`src/rtl/jk_stim_driver_pkg.sv`:
```
// Shared types for the jk_ff stimulus driver.
//   jk_op_t  : 2-bit command opcode; the encoding is exactly {j, k}.
//   jk_cmd_t : queued command {op, cnt}; the op is replayed cnt+1 cycles.
//   jk_next  : next-state function of a JK flop (also reused by benches).
package jk_pkg;

    // Width of the cnt field carried in jk_cmd_t.
    // The driver's CNT_W parameter must match it.
    localparam int unsigned JK_CNT_W = 4;

    typedef enum logic [1:0] {
        OpHold = 2'b00,
        OpClr  = 2'b01,
        OpSet  = 2'b10,
        OpTog  = 2'b11
    } jk_op_t;

    typedef struct packed {
        jk_op_t                op;
        logic [JK_CNT_W-1:0]   cnt;
    } jk_cmd_t;

    function automatic logic jk_next(input logic q, input logic j, input logic k);
        logic nq;
        case ({j, k})
            2'b00:   nq = q;
            2'b01:   nq = 1'b0;
            2'b10:   nq = 1'b1;
            default: nq = ~q;
        endcase
        return nq;
    endfunction

endpackage

```
`src/rtl/jk_stim_driver_if.sv`:
```
// Command handshake bundle for jk_stim_driver.
//   cmd_valid : command offered
//   cmd_ready : driver can accept (FIFO not full)
//   cmd_op    : opcode, see jk_op_t
//   cmd_cnt   : repeat count, op is driven cmd_cnt+1 cycles
// master = command source, slave = jk_stim_driver.
interface jk_stim_driver_if
    import jk_pkg::*;
#(
    parameter int unsigned CNT_W = JK_CNT_W
) ();

    logic             cmd_valid;
    logic             cmd_ready;
    jk_op_t           cmd_op;
    logic [CNT_W-1:0] cmd_cnt;

    modport master (
        output cmd_valid,
        output cmd_op,
        output cmd_cnt,
        input  cmd_ready
    );

    modport slave (
        input  cmd_valid,
        input  cmd_op,
        input  cmd_cnt,
        output cmd_ready
    );

endinterface

```
`src/rtl/jk_cmd_fifo.sv`:
```
// Synchronous command FIFO of jk_cmd_t, DEPTH entries (power of two, >= 2).
//   clk, rst : clock and synchronous active-high reset (flushes the FIFO)
//   push     : write wdata at the tail (ignored while full)
//   wdata    : command to write
//   pop      : advance the head (ignored while empty)
//   rdata    : current head entry (valid while !empty)
//   full     : occupancy == DEPTH
//   empty    : occupancy == 0
module jk_cmd_fifo
    import jk_pkg::*;
#(
    parameter int unsigned DEPTH = 4
) (
    input  logic    clk,
    input  logic    rst,
    input  logic    push,
    input  jk_cmd_t wdata,
    input  logic    pop,
    output jk_cmd_t rdata,
    output logic    full,
    output logic    empty
);

    localparam int unsigned AW = $clog2(DEPTH);
    localparam logic [AW:0] FULL_CNT = (AW + 1)'(DEPTH);

    jk_cmd_t       mem_q [DEPTH];
    logic [AW-1:0] wr_ptr_q;
    logic [AW-1:0] rd_ptr_q;
    logic [AW:0]   count_q;
    logic          do_push;
    logic          do_pop;

    assign full    = (count_q == FULL_CNT);
    assign empty   = (count_q == '0);
    assign do_push = push && !full;
    assign do_pop  = pop && !empty;
    assign rdata   = mem_q[rd_ptr_q];

    // Pointers are exactly AW bits wide, so they wrap on their own.
    always_ff @(posedge clk) begin
        if (rst) begin
            wr_ptr_q <= '0;
            rd_ptr_q <= '0;
            count_q  <= '0;
        end else begin
            if (do_push) begin
                wr_ptr_q <= wr_ptr_q + 1'b1;
            end
            if (do_pop) begin
                rd_ptr_q <= rd_ptr_q + 1'b1;
            end
            case ({do_push, do_pop})
                2'b10:   count_q <= count_q + 1'b1;
                2'b01:   count_q <= count_q - 1'b1;
                default: count_q <= count_q;
            endcase
        end
    end

    // Storage needs no reset: entries are only read while counted as valid.
    always_ff @(posedge clk) begin
        if (do_push) begin
            mem_q[wr_ptr_q] <= wdata;
        end
    end

endmodule

```
`src/rtl/jk_stim_driver.sv`:
```
// Command-driven stimulus stage generating J/K for a downstream jk_ff.
// Commands {op, cnt} are queued in a FIFO and each op is replayed on j/k
// for cnt+1 cycles; consecutive commands follow each other with no gap.
//   clk, rst : clock and synchronous active-high reset
//   bus      : command handshake (slave side)
//   j, k     : registered J/K to the flop
//   busy     : a command is running or queued
//   q        : Q fed back from the flop (checker only)
//   exp_q    : modelled Q (checker only)
//   err      : sticky Q mismatch flag (checker only)
// Build option: define JK_STIM_CHECK_EN to include the Q checker; otherwise
// exp_q and err are tied to 0 and q is ignored.
module jk_stim_driver
    import jk_pkg::*;
#(
    parameter int unsigned DEPTH = 4,
    parameter int unsigned CNT_W = JK_CNT_W
) (
    input  logic               clk,
    input  logic               rst,
    jk_stim_driver_if.slave    bus,
    output logic               j,
    output logic               k,
    output logic               busy,
    input  logic               q,
    output logic               exp_q,
    output logic               err
);

    typedef enum logic [0:0] {StIdle, StRun} state_e;

    state_e              state_q, state_d;
    logic [JK_CNT_W-1:0] rem_q, rem_d;
    logic                j_q, j_d;
    logic                k_q, k_d;

    jk_cmd_t push_cmd;
    jk_cmd_t head;
    logic    fifo_full;
    logic    fifo_empty;
    logic    pop;

    assign push_cmd.op  = bus.cmd_op;
    assign push_cmd.cnt = JK_CNT_W'(bus.cmd_cnt);

    // Ready comes from registered occupancy only: no path from cmd_valid.
    assign bus.cmd_ready = !fifo_full;

    jk_cmd_fifo #(
        .DEPTH (DEPTH)
    ) u_fifo (
        .clk   (clk),
        .rst   (rst),
        .push  (bus.cmd_valid),
        .wdata (push_cmd),
        .pop   (pop),
        .rdata (head),
        .full  (fifo_full),
        .empty (fifo_empty)
    );

    always_ff @(posedge clk) begin
        if (rst) begin
            state_q <= StIdle;
            rem_q   <= '0;
            j_q     <= 1'b0;
            k_q     <= 1'b0;
        end else begin
            state_q <= state_d;
            rem_q   <= rem_d;
            j_q     <= j_d;
            k_q     <= k_d;
        end
    end

    always_comb begin
        state_d = state_q;
        rem_d   = rem_q;
        j_d     = j_q;
        k_d     = k_q;
        pop     = 1'b0;
        unique case (state_q)
            StIdle: begin
                if (!fifo_empty) begin
                    pop          = 1'b1;
                    rem_d        = head.cnt;
                    {j_d, k_d}   = head.op;
                    state_d      = StRun;
                end else begin
                    j_d = 1'b0;
                    k_d = 1'b0;
                end
            end
            StRun: begin
                if (rem_q != '0) begin
                    rem_d = rem_q - 1'b1;
                end else if (!fifo_empty) begin
                    // Load the next command on the last cycle: no bubble.
                    pop        = 1'b1;
                    rem_d      = head.cnt;
                    {j_d, k_d} = head.op;
                end else begin
                    j_d     = 1'b0;
                    k_d     = 1'b0;
                    state_d = StIdle;
                end
            end
            default: state_d = StIdle;
        endcase
    end

    assign j    = j_q;
    assign k    = k_q;
    assign busy = (state_q == StRun) || !fifo_empty;

`ifdef JK_STIM_CHECK_EN
    logic exp_q_q;
    logic err_q;

    always_ff @(posedge clk) begin
        if (rst) begin
            exp_q_q <= 1'b0;
            err_q   <= 1'b0;
        end else begin
            exp_q_q <= jk_next(exp_q_q, j_q, k_q);
            if (q != exp_q_q) begin
                err_q <= 1'b1;
            end
        end
    end

    assign exp_q = exp_q_q;
    assign err   = err_q;
`else
    logic unused_q;
    assign unused_q = q;
    assign exp_q    = 1'b0;
    assign err      = 1'b0;
`endif

endmodule

```
`src/flat_wrapper.sv`:
```
// flat-port wrapper written by rule: the top's interface ports become plain ports
module jk_stim_driver_flat import jk_pkg::*;
#(
    parameter int unsigned DEPTH = 4,
    parameter int unsigned CNT_W = JK_CNT_W
)
  (clk, rst, j, k, busy, q, exp_q, err, bus_cmd_valid, bus_cmd_op, bus_cmd_cnt, bus_cmd_ready);
  jk_stim_driver_if #(.CNT_W(CNT_W)) bus_i ();
  input  logic clk;
  input  logic rst;
  output logic j;
  output logic k;
  output logic busy;
  input  logic q;
  output logic exp_q;
  output logic err;
  input wire logic [$bits(bus_i.cmd_valid)-1:0] bus_cmd_valid;
  input wire logic [$bits(bus_i.cmd_op)-1:0] bus_cmd_op;
  input wire logic [$bits(bus_i.cmd_cnt)-1:0] bus_cmd_cnt;
  output wire logic [$bits(bus_i.cmd_ready)-1:0] bus_cmd_ready;
  assign bus_i.cmd_valid = bus_cmd_valid;
  assign bus_i.cmd_op = bus_cmd_op;
  assign bus_i.cmd_cnt = bus_cmd_cnt;
  assign bus_cmd_ready = bus_i.cmd_ready;
  jk_stim_driver #(.DEPTH(DEPTH), .CNT_W(CNT_W)) u_core (.clk(clk), .rst(rst), .bus(bus_i), .j(j), .k(k), .busy(busy), .q(q), .exp_q(exp_q), .err(err));
endmodule
```
`config.mk`:
```
export PLATFORM = sky130hd
export DESIGN_NAME = jk_stim_driver_flat
export DESIGN_NICKNAME = d
export VERILOG_FILES = /design/src/rtl/jk_stim_driver_pkg.sv /design/src/rtl/jk_stim_driver_if.sv /design/src/rtl/jk_cmd_fifo.sv /design/src/rtl/jk_stim_driver.sv /design/src/flat_wrapper.sv
export SDC_FILE = /design/constraint.sdc
export NUM_CORES = 1
export LEC_CHECK = 0
export BUFFER_PORTS_ARGS = -buffer_cell sky130_fd_sc_hd__buf_2
export CAP_MARGIN = 10
export CORE_ASPECT_RATIO = 1.4
export CORE_MARGIN = 2
export CORE_UTILIZATION = 52
export CTS_BUF_LIST = sky130_fd_sc_hd__clkbuf_4 sky130_fd_sc_hd__clkbuf_8 sky130_fd_sc_hd__clkbuf_16
export CTS_CLUSTER_SIZE = 40
export DETAILED_ROUTE_END_ITERATION = 16
export PLACE_DENSITY = 0.74
export SKIP_CTS_REPAIR_TIMING = 1
export SYNTH_ARGS = -nofsm -noshare
export SYNTH_HDL_FRONTEND = slang
export SYNTH_SLANG_ARGS = --single-unit
```
`constraint.sdc`:
```
create_clock -name clk -period 2.4 [get_ports clk]
set_clock_uncertainty 0.05 [all_clocks]
set_input_delay 0.48 -clock clk [delete_from_list [all_inputs] [get_ports clk]]
set_output_delay 0.48 -clock clk [all_outputs]
set_load 0.01 [all_outputs]
```
==> metrics.txt, run 1 <==
critical setup path kind flip-flop to flip-flop; Reg-to-Reg Start u_core.rem_q[1]$_SDFF_PP0_; antenna viol nets, final 0; sequential area share after synthesis 59.9%; Post-synth EDFFs 24; status complete, but fails checks; failing checks negative setup slack; RSZ-0062 raised after global routing yes; clk sinks 40; FILL cells 243; Pre-antenna DRT Iters 4; DR WL/cell 14.7 um; via count 1031; Via density 5.43; DRC 0; Arrival @ worst endpoint 2.59 ns; Clock Tree Buf Depth 2; global route total overflow 0; die height 72.4 um; post-route cell area 2000 um^2; Iter 0 DRT Violations 15; I/O pin cnt 16; Final Slew Violations 0; final RePlAce weighted congestion 0.702; largest net degree at the start of global routing 19; post-synthesis cell area 1740 um^2; total track usage 17.2%; max_cap viols 0; initial antenna violation count 0; Multi-input gate area 661 um^2; first-pass GRT wire length 4.60 mm; Yosys reg bits 40; Core Region 3150 um^2; Final min period 2.41 ns; Hold Startpoint bus_cmd_cnt[3]; Initial Util 55.1%; TritonCTS clock tree yes; CTS clk-pin slew, worst paths 0.08 ns; Lkg Pwr 0.000733 uW; worst path required time 2.58 ns; cell taking the most area after synthesis edfxtp_1; die footprint 3830 um^2; worst skew pair latency 0.29 ns; startpoint types flip-flop; top cell type's share of synthesized area 41.5%; mean post-synth cell area 13.7 um^2; Seq. cell area 1040 um^2; Final WS setup -0.0113 ns; fmax 415 MHz; row count 24; R2R setup slack -0.01 ns; root buf cell clkbuf_8; top_reg_cell synth edfxtp_1; worst min path class primary input to flip-flop; diode count 0; Placed Area 1850 um^2; Peak VDD IR 629 uV; hold path endpoint u_core.u_fifo.mem_q[3][3]$_DFFE_PP_; buffers added on ports 12; synthesis-to-finish area growth 14.8%; Crit. End Element flip-flop; die width 52.9 um; period utilization 100%; PD cells 1110 nW/um^2; post-synthesis instance total 127; vias in the first global route 1011; final number of hold-violating endpoints 0; final setup fails 1; largest fanout on the critical path 4; Hold Slack 0.342 ns; H-tree levels 2; Crit Reg-Reg Endpoint u_core.u_fifo.count_q[2]$_SDFFE_PP0P_; post-synth cell types 36; DRT Wirelength 2.79 mm; Final nets 168; Synth warnings 0; hold depth 1; layout cells sized above 1 33.8%; Detailed Place HPWL 1.94 mm; cts bufs inserted 5; synth top area cells edfxtp_1, dfxtp_1, mux4_2, ha_1, inv_1; R2R depth 10; Post-synth ARST share 0%
-- worst max-delay path, cell delays in order (launching register included) --
cell and delay (ns):
dfxtp_2 0.33, inv_2 0.07, ha_4 0.13, or3b_4 0.41, a21oi_4 0.20, ha_4 0.16
inv_2 0.04, fa_2 0.32, xor2_1 0.15, or3_1 0.35, a21oi_1 0.14
-- layout by cell type (no fill, tap or decap), types with 2 or more instances in the layout --
cell and count:
a211oi_1 2, a21oi_1 5, a22oi_1 2, and3_1 4, buf_2 12, buf_4 8, clkbuf_8 5, conb_1 2
dfxtp_1 14, dfxtp_2 2, edfxtp_1 24, ha_1 5, ha_4 2, inv_1 6, inv_2 3, mux4_2 6
nand2_1 7, nor2_1 9, nor2b_1 2, nor3b_1 3, o21ai_0 3, or3b_4 2, xnor2_1 3, xor2_1 2
-- layout make-up --
type | count | area share (%)
Clock buffer | 6 | 3.82
Clock inverter | 2 | 0.627
Inverter | 9 | 1.69
Multi-Input combinational cell | 74 | 33.1
Sequential cell | 40 | 52.3
Tap cell | 39 | 2.45
Timing Repair Buffer | 20 | 6.02
-- per-stage QoR --
stage / utilization, % / std cells / power (uW) / setup slack [ns] / setup TNS (ns)
3_3_place_gp: 58.6 / 177 / 1660 / 0.0330 / 0
4_1_cts: 61.4 / 185 / 2150 / -0.0852 / -0.0852
5_1_grt: 63.3 / 190 / 2370 / -0.114 / -0.114
6_report: 63.3 / 190 / 2220 / -0.0113 / -0.0113
2_1_floorplan: - / 128 / 1520 / 0.0148 / 0
3_5_place_dp: 58.6 / 177 / 1710 / -0.0451 / -0.0451
-- registers in the layout, summed over array words and instances, names as in the netlist, named ones only --
| signal | flops |
|---|---|
| u_core.u_fifo.rd_ptr_q | 2 |
| u_core.j | 1 |
| u_core.state_q | 1 |
| u_core.u_fifo.wr_ptr_q | 2 |
| u_core.k | 1 |
| u_core.u_fifo.count_q | 3 |
| u_core.u_fifo.mem_q | 24 |
| u_core.rem_q | 4 |
-- synth_stat cells, types with 2 or more instances --
| cell | n |
|---|---|
| nor3b_1 | 3 |
| or3b_4 | 2 |
| nor2_1 | 9 |
| xnor2_1 | 3 |
| inv_1 | 9 |
| and3_1 | 4 |
| a21oi_1 | 5 |
| dfxtp_1 | 16 |
| edfxtp_1 | 24 |
| a22oi_1 | 2 |
| nand2_1 | 7 |
| a211oi_1 | 2 |
| clkbuf_1 | 2 |
| buf_4 | 2 |
| ha_1 | 7 |
| nor2b_1 | 2 |
| mux4_2 | 6 |
| o21ai_0 | 3 |
| xor2_1 | 2 |
-- power by group --
group	total, uW	internal (uW)	switching [uW]
Sequential	969	863	106
Combinational	810	426	384
Clock	444	214	230
Total	2220	1500	720
-- cells by family after synthesis --
kind of cell / Yosys count / synth area share, %
XOR/XNOR: 5 / 2.52
AO/OA/AOI/OAI: 16 / 6.48
other: 1 / 0.216
buffers and inverters: 14 / 3.89
adder cells (fa/ha/maj): 8 / 6.19
AND/OR/NAND/NOR: 36 / 12.4
multiplexers: 7 / 8.42
flip-flops: 40 / 59.9
-- worst max-delay path by stage --
stage                                          start                                    end  slack, ns  depth (start not counted)
final                     u_core.rem_q[1]$_SDFF_PP0_  u_core.u_fifo.count_q[2]$_SDFFE_PP0P_      -0.01                         10
after global routing      u_core.rem_q[1]$_SDFF_PP0_  u_core.u_fifo.count_q[2]$_SDFFE_PP0P_      -0.11                         10
after CTS                 u_core.rem_q[0]$_SDFF_PP0_  u_core.u_fifo.count_q[2]$_SDFFE_PP0P_      -0.09                         10
after detailed placement  u_core.rem_q[0]$_SDFF_PP0_  u_core.u_fifo.count_q[2]$_SDFFE_PP0P_      -0.05                         10
after global placement    u_core.rem_q[0]$_SDFF_PP0_  u_core.u_fifo.count_q[2]$_SDFFE_PP0P_       0.03                         10
after floorplan           u_core.rem_q[0]$_SDFF_PP0_  u_core.u_fifo.count_q[2]$_SDFFE_PP0P_       0.01                         10
-- per-layer routing --
layer  GRT usage [%]  part of all wire [%]  wire, um
met1            20.3                    41      1150
met2            27.8                    53      1480
met3            6.17                   3.7       102
met4            7.69                   2.1        60
met5               0                     0         0
(Power assumes the default switching activity.)
==> run 2: changes to the inputs <==
SKIP_CTS_REPAIR_TIMING = not set   (was 1)
clock period = 2.1 ns   (was 2.4 ns; I/O delays follow)
==> metrics.txt, run 2 (synthesized netlist as in run 1, its figures left out) <==
status complete, but fails checks; failing checks negative setup slack; Crit. End Element flip-flop; max reg flops 24 (unchanged); Final Core Density 67.3% (+4.0 points); worst path bufs/invs 2 (unchanged); initial antenna violation count 0 (unchanged); Seq. cell area 1040 um^2 (unchanged); largest fanout on the critical path 2 (-2); RSZ-0062 raised after global routing yes; clock network power share 22.8% (+2.8 points); CP max stage cell or3b_4; vias in the first global route 1129 (+12%); max_cap viols 0 (unchanged); first-pass GRT wire length 4.82 mm (+4.7%); worst min path class primary input to flip-flop; Total Power 2810 uW (+26%); TritonCTS clock tree yes; synthesis-to-finish area growth 22.1%; die height 72.4 um (unchanged); commonest non-fill, non-tap cells in the layout edfxtp_1, buf_4, dfxtp_1; final setup fails 2 (+1); Final min period 2.32 ns (-0.0888 ns); H-tree levels 2 (unchanged); Net Switching 888 uW (+23%); Reg power frac 38.7% (-4.9 points); row count 24 (unchanged); largest registers u_core.u_fifo.mem_q x24, u_core.rem_q x4, u_core.u_fifo.count_q x3; Core Region 3150 um^2 (unchanged); DRT Wirelength 2.99 mm (+7.0%); buffers added on ports 12 (unchanged); die footprint 3830 um^2 (unchanged); Place WS -0.240 ns (-0.195 ns); Iter 0 DRT Violations 18 (+3); Multi-input gate area 671 um^2 (+1.5%); crit-path leading delay family simple AND/OR/NAND/NOR gates; Peak VDD IR 747 uV (+19%); Largest Register u_core.u_fifo.mem_q; DRC 0 (unchanged); combinational share of power 38.5% (+2.1 points); critical setup path kind flip-flop to flip-flop; Final Slew Violations 0 (unchanged); layout cells sized above 1 40.5% (+6.7 points); final number of hold-violating endpoints 0 (unchanged); worst skew pair latency 0.30 ns (about the same); largest net degree at the start of global routing 19 (unchanged); Placed Area 1960 um^2 (+6.4%); Detailed Place HPWL 2.21 mm (+14%); CP Cell Sequence inv_2 > ha_4 > or3b_4 > a21oi_4 > ha_4 > inv_2 > fa_2 > xor2_1 > or3_1 > a21oi_2; final RePlAce weighted congestion 0.696 (-0.81%); period utilization 111% (+10 points); Clock Tree Buf Depth 2 (unchanged); via count 1091 (+5.8%); Cell Int Power 1920 uW (+28%); diode count 0 (unchanged); Initial Util 55.1% (unchanged); I/O pin cnt 16 (unchanged); die width 52.9 um (unchanged); Pre-antenna DRT Iters 4 (unchanged); global route total overflow 0 (unchanged); # hold bufs at CTS 0; FILL cells 238 (-2.1%); clk sinks 40 (unchanged); total track usage 18.4% (+1.2 points); Via density 5.40 (-0.47%); PD cells 1320 nW/um^2 (+19%); Arrival @ worst endpoint 2.52 ns (-0.07 ns); DR WL/cell 14.8 um (+0.63%); root buf cell clkbuf_8; Lkg Pwr 0.000802 uW (+9.5%); Final nets 180 (+7.1%); Worst path max stage delay 0.39 ns (-0.02 ns); Final WS setup -0.222 ns (-0.211 ns); fmax 431 MHz (+3.8%); worst path required time 2.29 ns (-0.29 ns); antenna viol nets, final 0 (unchanged); cts bufs inserted 5 (unchanged); most common cell after layout, fill and taps aside edfxtp_1; startpoint types flip-flop; post-route cell area 2120 um^2 (+6.3%); CTS clk-pin slew, worst paths 0.08 ns (about the same); Switching Share 31.6% (-0.78 points)
run 2: cell type report:
cell class / instances / share of cell area (%)
tap: 39 / 2.30
inverter: 9 / 1.59
clock buffer: 5 / 3.24
sequential: 40 / 49.2
timing repair buffer: 32 / 9.91
multi-input combinational: 74 / 31.6
clock inverter: 3 / 2.18
run 2: per-stage QoR:
| stage | hold slack (ns) | std cells | setup TNS, ns |
|---|---|---|---|
| after floorplan | 0.419 | 128 | -0.348 |
| after global placement | 0.440 | 191 | -0.205 |
| after detailed placement | 0.467 | 191 | -0.321 |
| after CTS | 0.271 | 201 | -0.301 |
| after global routing | 0.272 | 202 | -0.425 |
| final | 0.276 | 202 | -0.294 |
run 2: power by group through the flow:
stage	registers (uW)	clock network (uW)	logic [uW]
2_1_floorplan	1100	0	651
3_3_place_gp	1100	0	944
3_5_place_dp	1110	0	995
4_1_cts	1090	654	1050
5_1_grt	1110	680	1190
6_report	1090	639	1080
run 2: metal layers:
layer | GRT usage [%] | vias up | part of all wire, %
met5 | 0 | - | 0
met4 | 9.40 | 0 | 2.1
met3 | 5.56 | 6 | 4.5
met2 | 32.6 | 23 | 55
met1 | 18.8 | 539 | 38
li1 | - | 523 | -
run 2: path summary, 6_finish.rpt:
kind	from	end	slack, ns	cells past startpoint
hold reg to reg	u_core.u_fifo.wr_ptr_q[1]$_SDFFE_PP0P_	u_core.u_fifo.wr_ptr_q[1]$_SDFFE_PP0P_	0.48	2
hold / removal	bus_cmd_op[0]	u_core.u_fifo.mem_q[0][4]$_DFFE_PP_	0.28	1
setup reg to reg	u_core.rem_q[1]$_SDFF_PP0_	u_core.u_fifo.count_q[2]$_SDFFE_PP0P_	-0.22	10
setup / recovery	u_core.rem_q[1]$_SDFF_PP0_	u_core.u_fifo.count_q[2]$_SDFFE_PP0P_	-0.22	10
run 2: timing repair:
item	4_1_cts	5_1_grt
resized for setup	1	3
buffers inserted	2	1
pin swaps	1	0
endpoints found under the setup margin	2	2
run 2: worst reg2reg max path, cell delays in order (launching register included):
cell	delay (ns)
dfxtp_2	0.33
inv_2	0.07
ha_4	0.13
or3b_4	0.40
a21oi_4	0.17
ha_4	0.15
inv_2	0.04
fa_2	0.32
xor2_1	0.16
or3_1	0.33
a21oi_2	0.12
==> run 3: changes to the inputs <==
CORE_ASPECT_RATIO = not set   (was 1.4)
==> metrics.txt, run 3 (synthesized netlist as in run 1, its figures left out) <==
I/O pin cnt 16 (unchanged); clock network power share 18.8% (-4.0 points); DRT Wirelength 3.13 mm (+4.9%); Core Region 3130 um^2 (-0.79%); Switching Share 32.2% (+0.60 points); failing checks negative setup slack; Hold Slack 0.228 ns (-0.0483 ns); final number of hold-violating endpoints 0 (unchanged); root buf cell clkbuf_4; row count 20 (-17%); Initial Util 55.6% (+0.44 points); most common cell after layout, fill and taps aside edfxtp_1; synthesis-to-finish area growth 20.4%; # hold bufs at CTS 0 (unchanged); antenna viol nets, final 0 (unchanged); Final nets 180 (unchanged); Iter 0 DRT Violations 31 (+13); largest fanout on the critical path 2 (unchanged); max reg flops 24 (unchanged); cts bufs inserted 5 (unchanged); worst skew pair latency 0.35 ns (+0.05 ns); DR WL/cell 15.1 um (+2.4%); Detailed Place HPWL 2.19 mm (-0.94%); H-tree levels 2 (unchanged); clk sinks 40 (unchanged); Total Power 2660 uW (-5.2%); first-pass GRT wire length 4.87 mm (+1.1%); Largest Register u_core.u_fifo.mem_q; hold depth 1 (unchanged); Reg-to-Reg Start u_core.rem_q[1]$_SDFF_PP0_; critical setup path kind flip-flop to flip-flop; met2 global-route usage 31.9% (-0.76 points); grt met1 use 22.1% (+3.3 points); largest net degree at the start of global routing 19 (unchanged); fmax 432 MHz (+0.23%); Via density 5.25 (-2.8%); R2R setup slack -0.22 ns (about the same); CTS clk-pin slew, worst paths 0.12 ns (+0.04 ns); total track usage 18.8% (+0.44 points); Place WS -0.217 ns (+0.0230 ns); final RePlAce weighted congestion 0.744 (+6.8%); Reg power frac 41.1% (+2.4 points); Final Slew Violations 0 (unchanged); Peak VDD IR 732 uV (-2.0%); DRC 0 (unchanged); M3 GR Usage 5.80% (+0.24 points); buffers added on ports 12 (unchanged); Net Switching 858 uW (-3.4%); worst min path class primary input to flip-flop; Crit. End Element flip-flop; RSZ-0062 raised after global routing yes; status complete, but fails checks; period utilization 110% (-0.25 points); Arrival @ worst endpoint 2.56 ns (+0.04 ns); TritonCTS clock tree yes; die footprint 3820 um^2 (-0.18%); R2R depth 10 (unchanged); initial antenna violation count 0 (unchanged); commonest non-fill, non-tap cells in the layout edfxtp_1, buf_4, dfxtp_1; Hold Startpoint bus_cmd_op[0]; diode count 0 (unchanged); die height 61.8 um (-15%); global route total overflow 0 (unchanged); worst path required time 2.34 ns (+0.05 ns); PD cells 1270 nW/um^2 (-3.9%); most used routing layer met2; die width 61.8 um (+17%); Crit Reg-Reg Endpoint u_core.u_fifo.count_q[2]$_SDFFE_PP0P_; largest registers u_core.u_fifo.mem_q x24, u_core.rem_q x4, u_core.u_fifo.count_q x3; vias in the first global route 1042 (-7.7%); max_cap viols 0 (unchanged); Cell Int Power 1810 uW (-6.0%); Lkg Pwr 0.000785 uW (-2.2%); Pre-antenna DRT Iters 5 (+1); final setup fails 2 (unchanged); layout cells sized above 1 40.5% (unchanged); hold path endpoint u_core.u_fifo.mem_q[2][4]$_DFFE_PP_; combinational share of power 40.1% (+1.6 points); startpoint types flip-flop; via count 1087 (-0.37%); Final Core Density 66.9% (-0.38 points); Clock Tree Buf Depth 2 (unchanged); Final WS setup -0.217 ns (+0.00532 ns); Final min period 2.32 ns (-0.00532 ns)
[run 3: cell count changes in the layout (fill, tap and decap cells not counted)]
cell,change
inv_6,-1
clkinvlp_2,+1
clkbuf_4,+5
clkbuf_8,-5
[run 3: worst max-delay path by stage]
stage	start	to	slack (ns)	depth (start not counted)
4_1_cts	u_core.rem_q[1]$_SDFF_PP0_	u_core.u_fifo.count_q[2]$_SDFFE_PP0P_	-0.21	10
2_1_floorplan	u_core.rem_q[1]$_SDFF_PP0_	u_core.u_fifo.count_q[2]$_SDFFE_PP0P_	-0.24	10
5_1_grt	u_core.rem_q[1]$_SDFF_PP0_	u_core.u_fifo.count_q[2]$_SDFFE_PP0P_	-0.30	10
6_report	u_core.rem_q[1]$_SDFF_PP0_	u_core.u_fifo.count_q[2]$_SDFFE_PP0P_	-0.22	10
3_5_place_dp	u_core.rem_q[1]$_SDFF_PP0_	u_core.u_fifo.count_q[2]$_SDFFE_PP0P_	-0.22	10
3_3_place_gp	u_core.rem_q[1]$_SDFF_PP0_	u_core.u_fifo.count_q[2]$_SDFFE_PP0P_	-0.15	10
[run 3: repair_timing]
action                                  in CTS  in global routing
buffers inserted                             1                  2
resized for setup                            2                  2
pin swaps                                    1                  0
gates cloned                                 0                  0
endpoints found under the hold margin        0                  0
endpoints found under the setup margin       2                  2
[run 3: power by group through the flow]
stage | clock [uW] | combinational [uW] | sequential [uW]
global placement | 0 | 938 | 1100
floorplan | 0 | 651 | 1100
detailed placement | 0 | 976 | 1110
CTS | 507 | 1030 | 1100
global route | 541 | 1180 | 1110
finish | 501 | 1070 | 1090
[run 3: layer usage]
layer | wire [um] | vias to the layer above
li1 | - | 521
met1 | 1320 | 532
met2 | 1630 | 24
met3 | 119 | 10
met4 | 66 | 0
met5 | 0 | -
[run 3: cell type report]
type | count | area, um^2
multi-input cells | 74 | 671
well taps | 44 | 55.1
inverters | 9 | 33.8
fillers | 225 | 1030
clock inverters | 3 | 42.5
flip-flops and latches | 40 | 1040
clock buffers | 5 | 37.5
repair buffers | 32 | 210
[run 3: through the flow]
step	std cells	setup TNS (ns)	area, um^2
2_1_floorplan	128	-0.348	1760
3_3_place_gp	196	-0.181	1970
3_5_place_dp	196	-0.266	1970
4_1_cts	205	-0.240	2070
5_1_grt	207	-0.389	2090
6_report	207	-0.241	2090
[run 3: worst max-delay path: stages (launching register included)]
cell,delay [ns]
dfxtp_2,0.35
inv_2,0.07
ha_4,0.13
or3b_4,0.39
a21oi_4,0.17
ha_4,0.15
inv_2,0.03
fa_2,0.32
xor2_1,0.15
or3_1,0.33
a21oi_2,0.13
